<file path="src/rtl/bit_serializer.sv">
// Parallel-to-serial converter: a small input FIFO feeds an IDLE/SHIFT FSM that
// emits each word as DATA_W contiguous serial bits, back to back when words are queued.
module bit_serializer #(
  parameter int DATA_W     = 8,
  parameter int MSB_FIRST  = 1,
  parameter int FIFO_DEPTH = 2
) (
  input  logic              clk,
  input  logic              rst,
  input  logic [DATA_W-1:0] in_data,
  input  logic              in_valid,
  output logic              in_ready,
  output logic              dout,
  output logic              dout_valid,
  output logic              frame_done,
  output logic              busy,
  output logic              dbg_state_o
);

  localparam int CNT_W = (DATA_W > 1) ? $clog2(DATA_W) : 1;
  localparam int PTR_W = (FIFO_DEPTH > 1) ? $clog2(FIFO_DEPTH) : 1;
  localparam int OCC_W = PTR_W + 1;

  typedef enum logic {IDLE = 1'b0, SHIFT = 1'b1} state_t;

  // Handshake: a word transfers on a rising edge where in_valid && in_ready;
  // in_ready depends only on registered occupancy, never on in_valid.
  state_t              state_q, state_d;
  logic [DATA_W-1:0]   mem_q [FIFO_DEPTH];
  logic [PTR_W-1:0]    rd_ptr_q, wr_ptr_q;
  logic [OCC_W-1:0]    count_q;
  logic [DATA_W-1:0]   sh_q, sh_d;
  logic [CNT_W-1:0]    cnt_q, cnt_d;
  logic                dout_q, dout_d;
  logic                dv_q, dv_d;
  logic                fd_q, fd_d;
  logic                full, empty, push, pop;
  logic [DATA_W-1:0]   head;

  function automatic logic head_bit(input logic [DATA_W-1:0] w);
    return (MSB_FIRST != 0) ? w[DATA_W-1] : w[0];
  endfunction

  function automatic logic [DATA_W-1:0] drop_head(input logic [DATA_W-1:0] w);
    return (MSB_FIRST != 0) ? (w << 1) : (w >> 1);
  endfunction

  assign full     = (count_q == OCC_W'(FIFO_DEPTH));
  assign empty    = (count_q == '0);
  assign in_ready = !full;
  assign push     = in_valid && !full;
  assign head     = mem_q[rd_ptr_q];

  always_ff @(posedge clk) begin
    if (push) mem_q[wr_ptr_q] <= in_data;
  end

  always_ff @(posedge clk or posedge rst) begin
    if (rst) begin
      rd_ptr_q <= '0;
      wr_ptr_q <= '0;
      count_q  <= '0;
    end else begin
      if (push) wr_ptr_q <= wr_ptr_q + PTR_W'(1);
      if (pop)  rd_ptr_q <= rd_ptr_q + PTR_W'(1);
      if (push && !pop)      count_q <= count_q + OCC_W'(1);
      else if (pop && !push) count_q <= count_q - OCC_W'(1);
    end
  end

  // A load presents the head word's first bit immediately; cnt then counts the bits still to come.
  always_comb begin
    state_d = state_q;
    sh_d    = sh_q;
    cnt_d   = cnt_q;
    dout_d  = 1'b0;
    dv_d    = 1'b0;
    fd_d    = 1'b0;
    pop     = 1'b0;
    if ((state_q == IDLE || cnt_q == '0) && !empty) begin
      pop     = 1'b1;
      state_d = SHIFT;
      dout_d  = head_bit(head);
      sh_d    = drop_head(head);
      cnt_d   = CNT_W'(DATA_W - 1);
      dv_d    = 1'b1;
      fd_d    = (DATA_W == 1);
    end else if (state_q == SHIFT && cnt_q != '0) begin
      dout_d = head_bit(sh_q);
      sh_d   = drop_head(sh_q);
      cnt_d  = cnt_q - CNT_W'(1);
      dv_d   = 1'b1;
      fd_d   = (cnt_q == CNT_W'(1));
    end else if (state_q == SHIFT) begin
      state_d = IDLE;
    end
  end

  always_ff @(posedge clk or posedge rst) begin
    if (rst) begin
      state_q <= IDLE;
      sh_q    <= '0;
      cnt_q   <= '0;
      dout_q  <= 1'b0;
      dv_q    <= 1'b0;
      fd_q    <= 1'b0;
    end else begin
      state_q <= state_d;
      sh_q    <= sh_d;
      cnt_q   <= cnt_d;
      dout_q  <= dout_d;
      dv_q    <= dv_d;
      fd_q    <= fd_d;
    end
  end

  assign dout        = dout_q;
  assign dout_valid  = dv_q;
  assign frame_done  = fd_q;
  assign busy        = (state_q == SHIFT) || !empty;
  assign dbg_state_o = state_q;

endmodule

</file>
<file path="config.mk">
export PLATFORM = sky130hd
export DESIGN_NAME = bit_serializer
export DESIGN_NICKNAME = d
export VERILOG_FILES = /design/src/rtl/bit_serializer.sv
export SDC_FILE = /design/constraint.sdc
export NUM_CORES = 1
export LEC_CHECK = 0
export BUFFER_PORTS_ARGS = -buffer_cell sky130_fd_sc_hd__buf_4
export CORE_MARGIN = 5
export CORE_UTILIZATION = 33
export CTS_CLUSTER_DIAMETER = 150
export DETAILED_ROUTE_END_ITERATION = 10
export MAX_ROUTING_LAYER = met4
export PLACE_DENSITY_LB_ADDON = 0.1
export SYNTH_ARGS = -nofsm -noshare
export SYNTH_HDL_FRONTEND = slang
export SYNTH_SLANG_ARGS = --single-unit
export TNS_END_PERCENT = 1
</file>
<file path="constraint.sdc">
create_clock -name clk -period 1.6 [get_ports clk]
set_input_delay 0.08 -clock clk [delete_from_list [all_inputs] [get_ports clk]]
set_output_delay 0.08 -clock clk [all_outputs]
set_load 0.005 [all_outputs]
</file>
==> flow_summary.ini, run 1 <==
[outcome]
outcome = complete, no violations

[power]
seqPwrFrac_pct = 44.6
total_power_mw = 3.17
clock_power_share_pct = 18.4
ir_drop_mv = 0.685
switching_power_mw = 1.07
leakage_nw = 0.753
power_density_nw_per_um2 = 1730
power.share.switching_pct = 33.9
comb_power_share_pct = 37.0
p_int_mw = 2.10

[global_route]
gr-usage-met2_pct = 14.5
overflow = 0
grt_pass1_wl_um = 4160
grt_pass1_vias = 893
grt_util_met3_pct = 4.01
grt_max_degree = 19
use_met1_pct = 13.0
antenna_found_initial = 0
grt_use_total_pct = 10.5
grt_busiest_layer = met2

[floorplanning]
start_util_pct = 34.4
die-area_um2 = 5620
rows = 23
dieWidth_um = 75.0
io_pins = 17
die_h_um = 75.0
coreArea_um2 = 4060

[synth]
synth_common_cells = dfrtp_1 (18), edfxtp_1 (16), nand2_1 (9)
synth-seq-cells = 34
ys.flop_type = dfrtp_1
syn_nets = 121
synth_area_leaders = edfxtp_1 (34%), dfrtp_1 (32%), ha_1 (3.6%)
yosys_warnings = 0
syn-mean-instance-area_um2 = 13.1
yosysSeqAreaShare_pct = 66.8
synth_top_area_cell = edfxtp_1
synth_most_common_cell = dfrtp_1
async_flop_share_pct = 52.9
synthCells = 106
synth_edf_count = 16
synth.distinct_cells = 29
synth_top_area_share_pct = 34.5
syn_area_um2 = 1390

[final_layout]
fillers = 371
antennaDiodeCount = 0
area_delta_synth_final_pct = 31.6
regArea_um2 = 932
nets = 157
multi_input_area_um2 = 472
drive_gt1_share_pct = 31.0

[timing]
relSlewSlack_pct = 53.8
final_hold_viol_count = 0
post-route-period-util_pct = 94.6
grt_setup_unrepaired = yes
fin_worst_skew_ps = 3.42
fmax_mhz = 660
final.setup.tns_ps = 0
max_slew.worst_pin.slew_ps = 693
setup_viol = 0
min_period_ps = 1510
drv_slew = 0

[clocking]
cts.sinks = 34
clock_path_buffers = 2
clock_latency_ps = 280
cts_tree = yes
htreeDepth = 2
path_clk_slew_ps = 70
numCtsBuffers = 5
clock-root-buffer = clkbuf_8

[route]
first_iter_violations = 18
drc = 0
wl_um = 2350
viasPerCell = 4.49
routed-via-count = 863
ant_nets = 0
first_pass_iters = 3
avgRoutedWirePerCell_um = 12.3

[place]
place_hpwl_um = 1530
gp_congestion = 0.671
port-buffer-count = 16

[worst_setup_path]
path_max_fanout = 3
critPathRequiredTime_ps = 1760
ff2ff_setup_slack_ps = 90
crit_type = reg -> reg
setup.worst_path.end_class = flip-flop
startpoint_type = flip-flop
arrival_ps = 1680

[flow_run]
max_cap_violations = 0

[min_path]
hp-class = in -> reg
placed cells by master (no fill, tap or decap), types with 3 or more instances in the layout:
cell type and count:
buf_4 24, ha_4 3, a211oi_1 6, edfxtp_1 16, dfrtp_1 17, inv_1 3, o21ai_1 7, dlygate4sd3_1 9
clkbuf_8 5, xnor2_1 3, o21ai_0 6, nand2_1 9, nor2b_1 5
path summary, 6_finish.rpt:
check	startpoint	endpoint	cells past startpoint
setup / recovery	cnt_q[1]	count_q[1]	9
hold / removal	in_valid	wr_ptr_q	3
setup reg to reg	cnt_q[1]	count_q[1]	9
hold reg to reg	sh_q[2]	sh_q[3]	2
max in group asynchronous	rst	count_q[0]	3
min in group asynchronous	rst	dout	3
power groups by stage:
stage	Sequential, mW	Combinational (mW)	Clock, mW
final	1.41	1.17	0.584
after global routing	1.46	1.33	0.637
after CTS	1.41	1.12	0.610
after detailed placement	1.42	1.08	0
after global placement	1.42	1.08	0
after floorplan	1.35	0.851	0
worst max-delay path, cell delays in order (launching register included):
cell,delay (ps)
dfrtp_1,370
inv_2,60
ha_4,160
ha_4,150
nand2b_4,140
nand2_4,80
ha_4,140
xor2_2,140
nor2_2,50
xor2_1,130
layer usage:
metal	up-vias	share of wire (%)
li1	440	-
met1	403	49
met2	14	44
met3	6	5.4
met4	0	2.1
met5	-	0
sequential cells by signal, summed over array words and instances (netlist names), 2 cells and up:
name and count:
cnt_q 3, mem_q 16, sh_q 7, count_q 2
kinds of logic (layout without fill, tap and decap cells):
family	Yosys count	in the layout	share of synthesized area (%)
xor+xnor	5	5	3.14
compound gates	23	23	10.4
mux	2	2	1.44
flops	34	34	66.8
simple gates	29	29	11.3
buf+inv	9	45	3.32
fa+ha+maj	4	4	3.59
final cells by class:
| type | instances | share of cell area, % |
|---|---|---|
| clock buffers | 5 | 3.75 |
| inverters | 5 | 1.02 |
| well taps | 50 | 3.41 |
| repair buffers | 33 | 14.7 |
| clock inverters | 2 | 0.546 |
| flip-flops and latches | 34 | 50.8 |
| multi-input cells | 63 | 25.7 |
per-stage QoR:
stage                     utilization [%]  worst slack [ps]  area (µm²)  hold WS (ps)  std cells
after global placement               40.0              49.2        1620           233        173
after floorplan                         -             -63.5        1440          18.6        106
after detailed placement             40.0              11.4        1620           244        173
after global routing                 45.2             -50.1        1830           141        192
final                                45.2              86.0        1830           130        192
after CTS                            44.4             0.525        1800           122        190
repair_timing:
item                                    CTS  global route
resized for setup                         0             5
hold buffers                              9             0
endpoints found under the setup margin    1             6
setup buffers                             1             2
pin swaps                                 0             4
hold endpoints to repair                 34             0
No activity file was read; power rests on OpenSTA's default activity.
==> run 2, diff against run 1 <==
--- a/config.mk
+++ b/config.mk
@@ -11,7 +11,6 @@
 export CTS_CLUSTER_DIAMETER = 150
 export DETAILED_ROUTE_END_ITERATION = 10
 export MAX_ROUTING_LAYER = met4
-export PLACE_DENSITY_LB_ADDON = 0.1
 export SYNTH_ARGS = -nofsm -noshare
 export SYNTH_HDL_FRONTEND = slang
 export SYNTH_SLANG_ARGS = --single-unit
==> run 2 against run 1 <==
Global-route usage rose by 0.085 points. Utilization hardly changed. Fmax decreased by 2.0%. Largest power group unchanged. Power rose by 0.90%. Combinational power hardly changed. Non-clock buffer count shrank 1. First-iteration DRC count grew 22%. Largest cell class unchanged.
==> flow_summary.ini, run 2 (synthesis gave the netlist of run 1 again) <==
[outcome]
outcome = complete, no violations

[worst_setup_path]
crit_top_cell = ha_4
setup.worst_path.end_class = flip-flop
arrival_ps = 1760
crit_type = reg -> reg
path_cells = inv_2 -> ha_4 -> ha_4 -> nand2b_4 -> nand2_4 -> ha_4 -> xor2_2 -> nor2_2 -> xor2_1
path_max_fanout = 2
startpoint_type = flip-flop
max_stage_delay_ps = 390
critPathRequiredTime_ps = 1810
timing.critical_path.max_delay_family = adder cells
setup.worst_path.start = cnt_q[1]
r2r-start = cnt_q[1]
critPathBufInv = 1
crit_slowest_cell = dfrtp_1

[clocking]
numCtsBuffers = 5
clock_path_buffers = 2
clock_latency_ps = 280
htreeDepth = 2
cts.sinks = 34
clock-root-buffer = clkbuf_8
path_clk_slew_ps = 70
cts_tree = yes

[route]
routed-via-count = 859
first_pass_iters = 4
drc = 0
wl_um = 2430
viasPerCell = 4.47
ant_nets = 0
avgRoutedWirePerCell_um = 12.6
first_iter_violations = 22

[final_layout]
fillers = 377
reg.largest.list = mem_q (16), sh_q (7), cnt_q (3)
area_delta_synth_final_pct = 31.7
mostFrequentLayoutCells = buf_4 (23), dfrtp_1 (17), edfxtp_1 (16), dlygate4sd3_1 (9), nand2_1 (8)
multi_input_area_um2 = 474
nets = 156
antennaDiodeCount = 0
largest_reg_flops = 16
drive_gt1_share_pct = 31.0
fin_util_pct = 45.2
finalNonFillerCells = 192
layout_commonest_cell = buf_4
largest-register = mem_q
regArea_um2 = 932

[min_path]
holdCritStartpoint = in_valid
hp-class = in -> reg

[timing]
worst_hold_slack_ps = 91.6
drv_slew = 0
final_hold_viol_count = 0
relSlewSlack_pct = 53.9
grt_setup_unrepaired = yes
post-route-period-util_pct = 96.6
final.setup.tns_ps = 0
setup_ws_ps = 54.5
max_slew.worst_pin.slew_ps = 690
fin_worst_skew_ps = 4.67
fmax_mhz = 647
setup_viol = 0
min_period_ps = 1550

[global_route]
overflow = 0
grt_pass1_vias = 894
grt_pass1_wl_um = 4080
grt_max_degree = 19
grt_util_met3_pct = 4.81
grt_use_total_pct = 10.6
use_met1_pct = 11.7
antenna_found_initial = 0
grt_busiest_layer = met2
gr-usage-met2_pct = 16.2

[floorplanning]
die_h_um = 75.0
dieWidth_um = 75.0
rows = 23
io_pins = 17
coreArea_um2 = 4060
start_util_pct = 34.4
die-area_um2 = 5620

[flow_run]
max_cap_violations = 0

[place]
port-buffer-count = 16
gp_congestion = 0.722
dp.cells = 173
dp_slack_ps = -15.0
place_hpwl_um = 1660

[power]
power.share.switching_pct = 34.3
seqPwrFrac_pct = 43.7
leakage_nw = 0.746
p_int_mw = 2.10
switching_power_mw = 1.10
comb_power_share_pct = 37.5
ir_drop_mv = 0.671
power_density_nw_per_um2 = 1740
clock_power_share_pct = 18.7
[run 2: changes by cell type in the layout (fill, tap and decap cells not counted), sizes merged]
cell / delta
buf: -1
clkinvlp: +1
[run 2: repair_timing]
item,4_1_cts,5_1_grt
endpoints found under the hold margin,34,0
pin swaps,2,4
setup endpoints to repair,1,2
resized for setup,2,4
setup buffers,0,2
hold buffers,9,0
[run 2: final timing paths]
check                             endpoint  slack [ps]  depth (start not counted)
worst min-delay path              wr_ptr_q          90                          3
max in group asynchronous       count_q[0]         670                          3
worst min register to register    wr_ptr_q         490                          1
min in group asynchronous       count_q[0]         460                          3
worst max-delay path            count_q[1]          50                          9
worst max register to register  count_q[1]          50                          9
[run 2: power by group through the flow]
| stage | clock network (mW) | logic [mW] | registers [mW] |
|---|---|---|---|
| 6_report | 0.600 | 1.20 | 1.40 |
| 5_1_grt | 0.663 | 1.35 | 1.44 |
| 4_1_cts | 0.620 | 1.16 | 1.40 |
| 3_5_place_dp | 0 | 1.12 | 1.40 |
| 3_3_place_gp | 0 | 1.09 | 1.39 |
| 2_1_floorplan | 0 | 0.851 | 1.35 |
[run 2: cell type report]
type | instances | area share (%)
inverters | 5 | 1.02
clock inverters | 3 | 0.886
clock buffers | 5 | 3.75
multi-input cells | 63 | 25.8
well taps | 50 | 3.41
repair buffers | 32 | 14.3
flip-flops and latches | 34 | 50.8
[run 2: layer usage]
metal,vias to the layer above,part of all wire (%)
met5,-,0
met4,0,2.0
met1,399,44
met2,18,48
met3,6,5.9
li1,436,-
[run 2: stage by stage]
stage	area, µm²	power, mW
6_report	1840	3.20
5_1_grt	1840	3.45
4_1_cts	1810	3.18
3_5_place_dp	1620	2.53
3_3_place_gp	1620	2.48
2_1_floorplan	1440	2.20
[run 2: worst register-to-register path, delay by kind of cell (launching register included)]
kind / cells / cell delay [ps]
fa+ha+maj: 3 / 420
xor+xnor: 2 / 280
simple gates: 3 / 310
flops: 1 / 390
buf+inv: 1 / 80
==> run 3, diff against run 2 <==
--- a/config.mk
+++ b/config.mk
@@ -5,6 +5,7 @@
 export SDC_FILE = /design/constraint.sdc
 export NUM_CORES = 1
 export LEC_CHECK = 0
+export ABC_AREA = 1
 export BUFFER_PORTS_ARGS = -buffer_cell sky130_fd_sc_hd__buf_4
 export CORE_MARGIN = 5
 export CORE_UTILIZATION = 33
@@ -14,4 +15,3 @@
 export SYNTH_ARGS = -nofsm -noshare
 export SYNTH_HDL_FRONTEND = slang
 export SYNTH_SLANG_ARGS = --single-unit
-export TNS_END_PERCENT = 1
==> run 3 against run 2 <==
Wire length up 7.0%. Non-clock buffer count fell by 4. Clock skew rose by 0.78 ps. Critical endpoint unchanged.
==> flow_summary.ini, run 3 <==
[outcome]
outcome = complete, no violations

[power]
comb_power_share_pct = 38.1
seqPwrFrac_pct = 43.4
p_int_mw = 2.01
power.share.switching_pct = 37.6
switching_power_mw = 1.21
leakage_nw = 0.871
clock_power_share_pct = 18.5
power_density_nw_per_um2 = 1720
ir_drop_mv = 0.812

[min_path]
holdCritStartpoint = in_valid
whs_path_depth = 5
hp-class = in -> reg

[synth]
synthCells = 142
synth_most_common_cell = nand2_1
yosys_warnings = 0
synth_top_area_cell = edfxtp_1
async_flop_share_pct = 52.9
ys.flop_type = dfrtp_1
synth-seq-cells = 34
syn-mean-instance-area_um2 = 10.5
syn_nets = 157
synth_area_leaders = edfxtp_1 (32%), dfrtp_1 (30%), nand2_1 (13%)
synth_top_area_share_pct = 32.4
yosysSeqAreaShare_pct = 62.7
synth_common_cells = nand2_1 (52), dfrtp_1 (18), edfxtp_1 (16)
syn_area_um2 = 1480
synth_edf_count = 16
synth.distinct_cells = 22

[clocking]
cts_tree = yes
clock-root-buffer = clkbuf_8
clock_path_buffers = 2
numCtsBuffers = 5
htreeDepth = 2
path_clk_slew_ps = 70
clock_latency_ps = 280
cts.sinks = 34

[route]
first_pass_iters = 4
ant_nets = 0
routed-via-count = 999
wl_um = 2600
drc = 0
viasPerCell = 4.42
avgRoutedWirePerCell_um = 11.5
first_iter_violations = 59

[worst_setup_path]
setup.worst_path.start = cnt_q[1]
r2r_cells = 11
critPathRequiredTime_ps = 1770
crit_type = reg -> reg
r2r-start = cnt_q[1]
arrival_ps = 1710
startpoint_type = flip-flop
setup.worst_path.end_class = flip-flop
path_max_fanout = 2

[final_layout]
nets = 188
multi_input_area_um2 = 500
mostFrequentLayoutCells = nand2_1 (52), buf_4 (19), dfrtp_1 (18), edfxtp_1 (16), nand3_1 (13)
layout_commonest_cell = nand2_1
drive_gt1_share_pct = 27.0
antennaDiodeCount = 0
final_cell_area_um2 = 1870
reg.largest.list = mem_q (16), sh_q (7), cnt_q (3)
fillers = 411
area_delta_synth_final_pct = 26.1
regArea_um2 = 931
largest-register = mem_q
largest_reg_flops = 16

[place]
port-buffer-count = 16
gp_congestion = 0.747
place_hpwl_um = 1790
dpl_cell_area_um2 = 1690

[global_route]
grt_use_total_pct = 9.48
grt_pass1_vias = 966
overflow = 0
grt_max_degree = 19
antenna_found_initial = 0
grt_pass1_wl_um = 4370

[timing]
min_period_ps = 1540
worst_hold_slack_ps = 172
max_slew.worst_pin.slew_ps = 694
post-route-period-util_pct = 96.1
setup_viol = 0
fmax_mhz = 650
relSlewSlack_pct = 53.7
final_hold_viol_count = 0
fin_worst_skew_ps = 5.45
drv_slew = 0
final.setup.tns_ps = 0

[floorplanning]
start_util_pct = 34.1
die-area_um2 = 5940
dieWidth_um = 77.1
rows = 24
io_pins = 17
die_h_um = 77.1
coreArea_um2 = 4350

[flow_run]
max_cap_violations = 0
==> run 3: cell types whose count changed after synthesis, moves of 3 or more <==
cell	change
nor2_4	+3
nor2b_1	-5
o21ai_1	-7
a211oi_1	-6
nand2_1	+43
o21ai_0	-5
nand3_1	+14
inv_1	+7
==> run 3: worst paths after layout <==
kind | slack (ps) | end
min in group asynchronous | 470 | cnt_q[2]
max in group asynchronous | 690 | sh_q[4]
hold reg to reg | 490 | sh_q[5]
setup / recovery | 60 | count_q[1]
setup reg to reg | 60 | count_q[1]
hold / removal | 170 | wr_ptr_q
==> run 3: layer usage <==
layer  wire (µm)  global-route usage, %  up-vias
met5           0                      -        -
met4           0                   2.58        0
met3         151                   4.10        0
met2        1280                   14.2       22
met1        1160                   11.8      469
li1            -                      -      508
==> run 3: cells by family after synthesis <==
| logic type | Yosys count | synth area share [%] |
|---|---|---|
| AND/OR/NAND/NOR | 80 | 24.8 |
| flip-flops | 34 | 62.7 |
| adder cells (fa/ha/maj) | 4 | 3.37 |
| AO/OA/AOI/OAI | 3 | 1.52 |
| XOR/XNOR | 2 | 1.18 |
| buffers and inverters | 19 | 6.41 |
==> run 3: through the flow <==
| step | cells | util (%) | setup slack (ps) | power, mW |
|---|---|---|---|---|
| 2_1_floorplan | 142 | - | -17.6 | 2.33 |
| 3_3_place_gp | 209 | 38.7 | 112 | 2.56 |
| 3_5_place_dp | 209 | 38.7 | 49.0 | 2.61 |
| 4_1_cts | 226 | 42.8 | 36.2 | 3.24 |
| 5_1_grt | 226 | 43.0 | -18.3 | 3.49 |
| 6_report | 226 | 43.0 | 62.2 | 3.21 |
==> run 3: repair_timing <==
action,4_1_cts,5_1_grt
endpoints found under the hold margin,34,0
endpoints found under the setup margin,0,1
hold buffers,9,0
buffers inserted,0,0
resized for setup,0,1
==> run 3: final cells by class <==
cell class	instances	share of cell area, %
clock buffers	5	3.68
clock inverters	3	0.869
inverters	15	3.07
multi-input cells	89	26.7
flip-flops and latches	34	49.7
well taps	52	3.48
repair buffers	28	12.4
==> run 3: power by group through the flow <==
| stage | registers, mW | clock network (mW) | logic [mW] |
|---|---|---|---|
| after floorplan | 1.35 | 0 | 0.984 |
| after global placement | 1.40 | 0 | 1.16 |
| after detailed placement | 1.41 | 0 | 1.20 |
| after CTS | 1.40 | 0.624 | 1.22 |
| after global routing | 1.43 | 0.655 | 1.40 |
| final | 1.39 | 0.596 | 1.22 |
==> run 3: worst max-delay path, stage by stage, from the launching register on <==
cell     delay [ps]
dfrtp_1         390
inv_1           120
ha_4            160
ha_4            150
inv_2            40
nand2_2          70
nand2_4          60
ha_4            220
inv_2            60
nand3_2          50
nand2_1          60
nand2_1          50
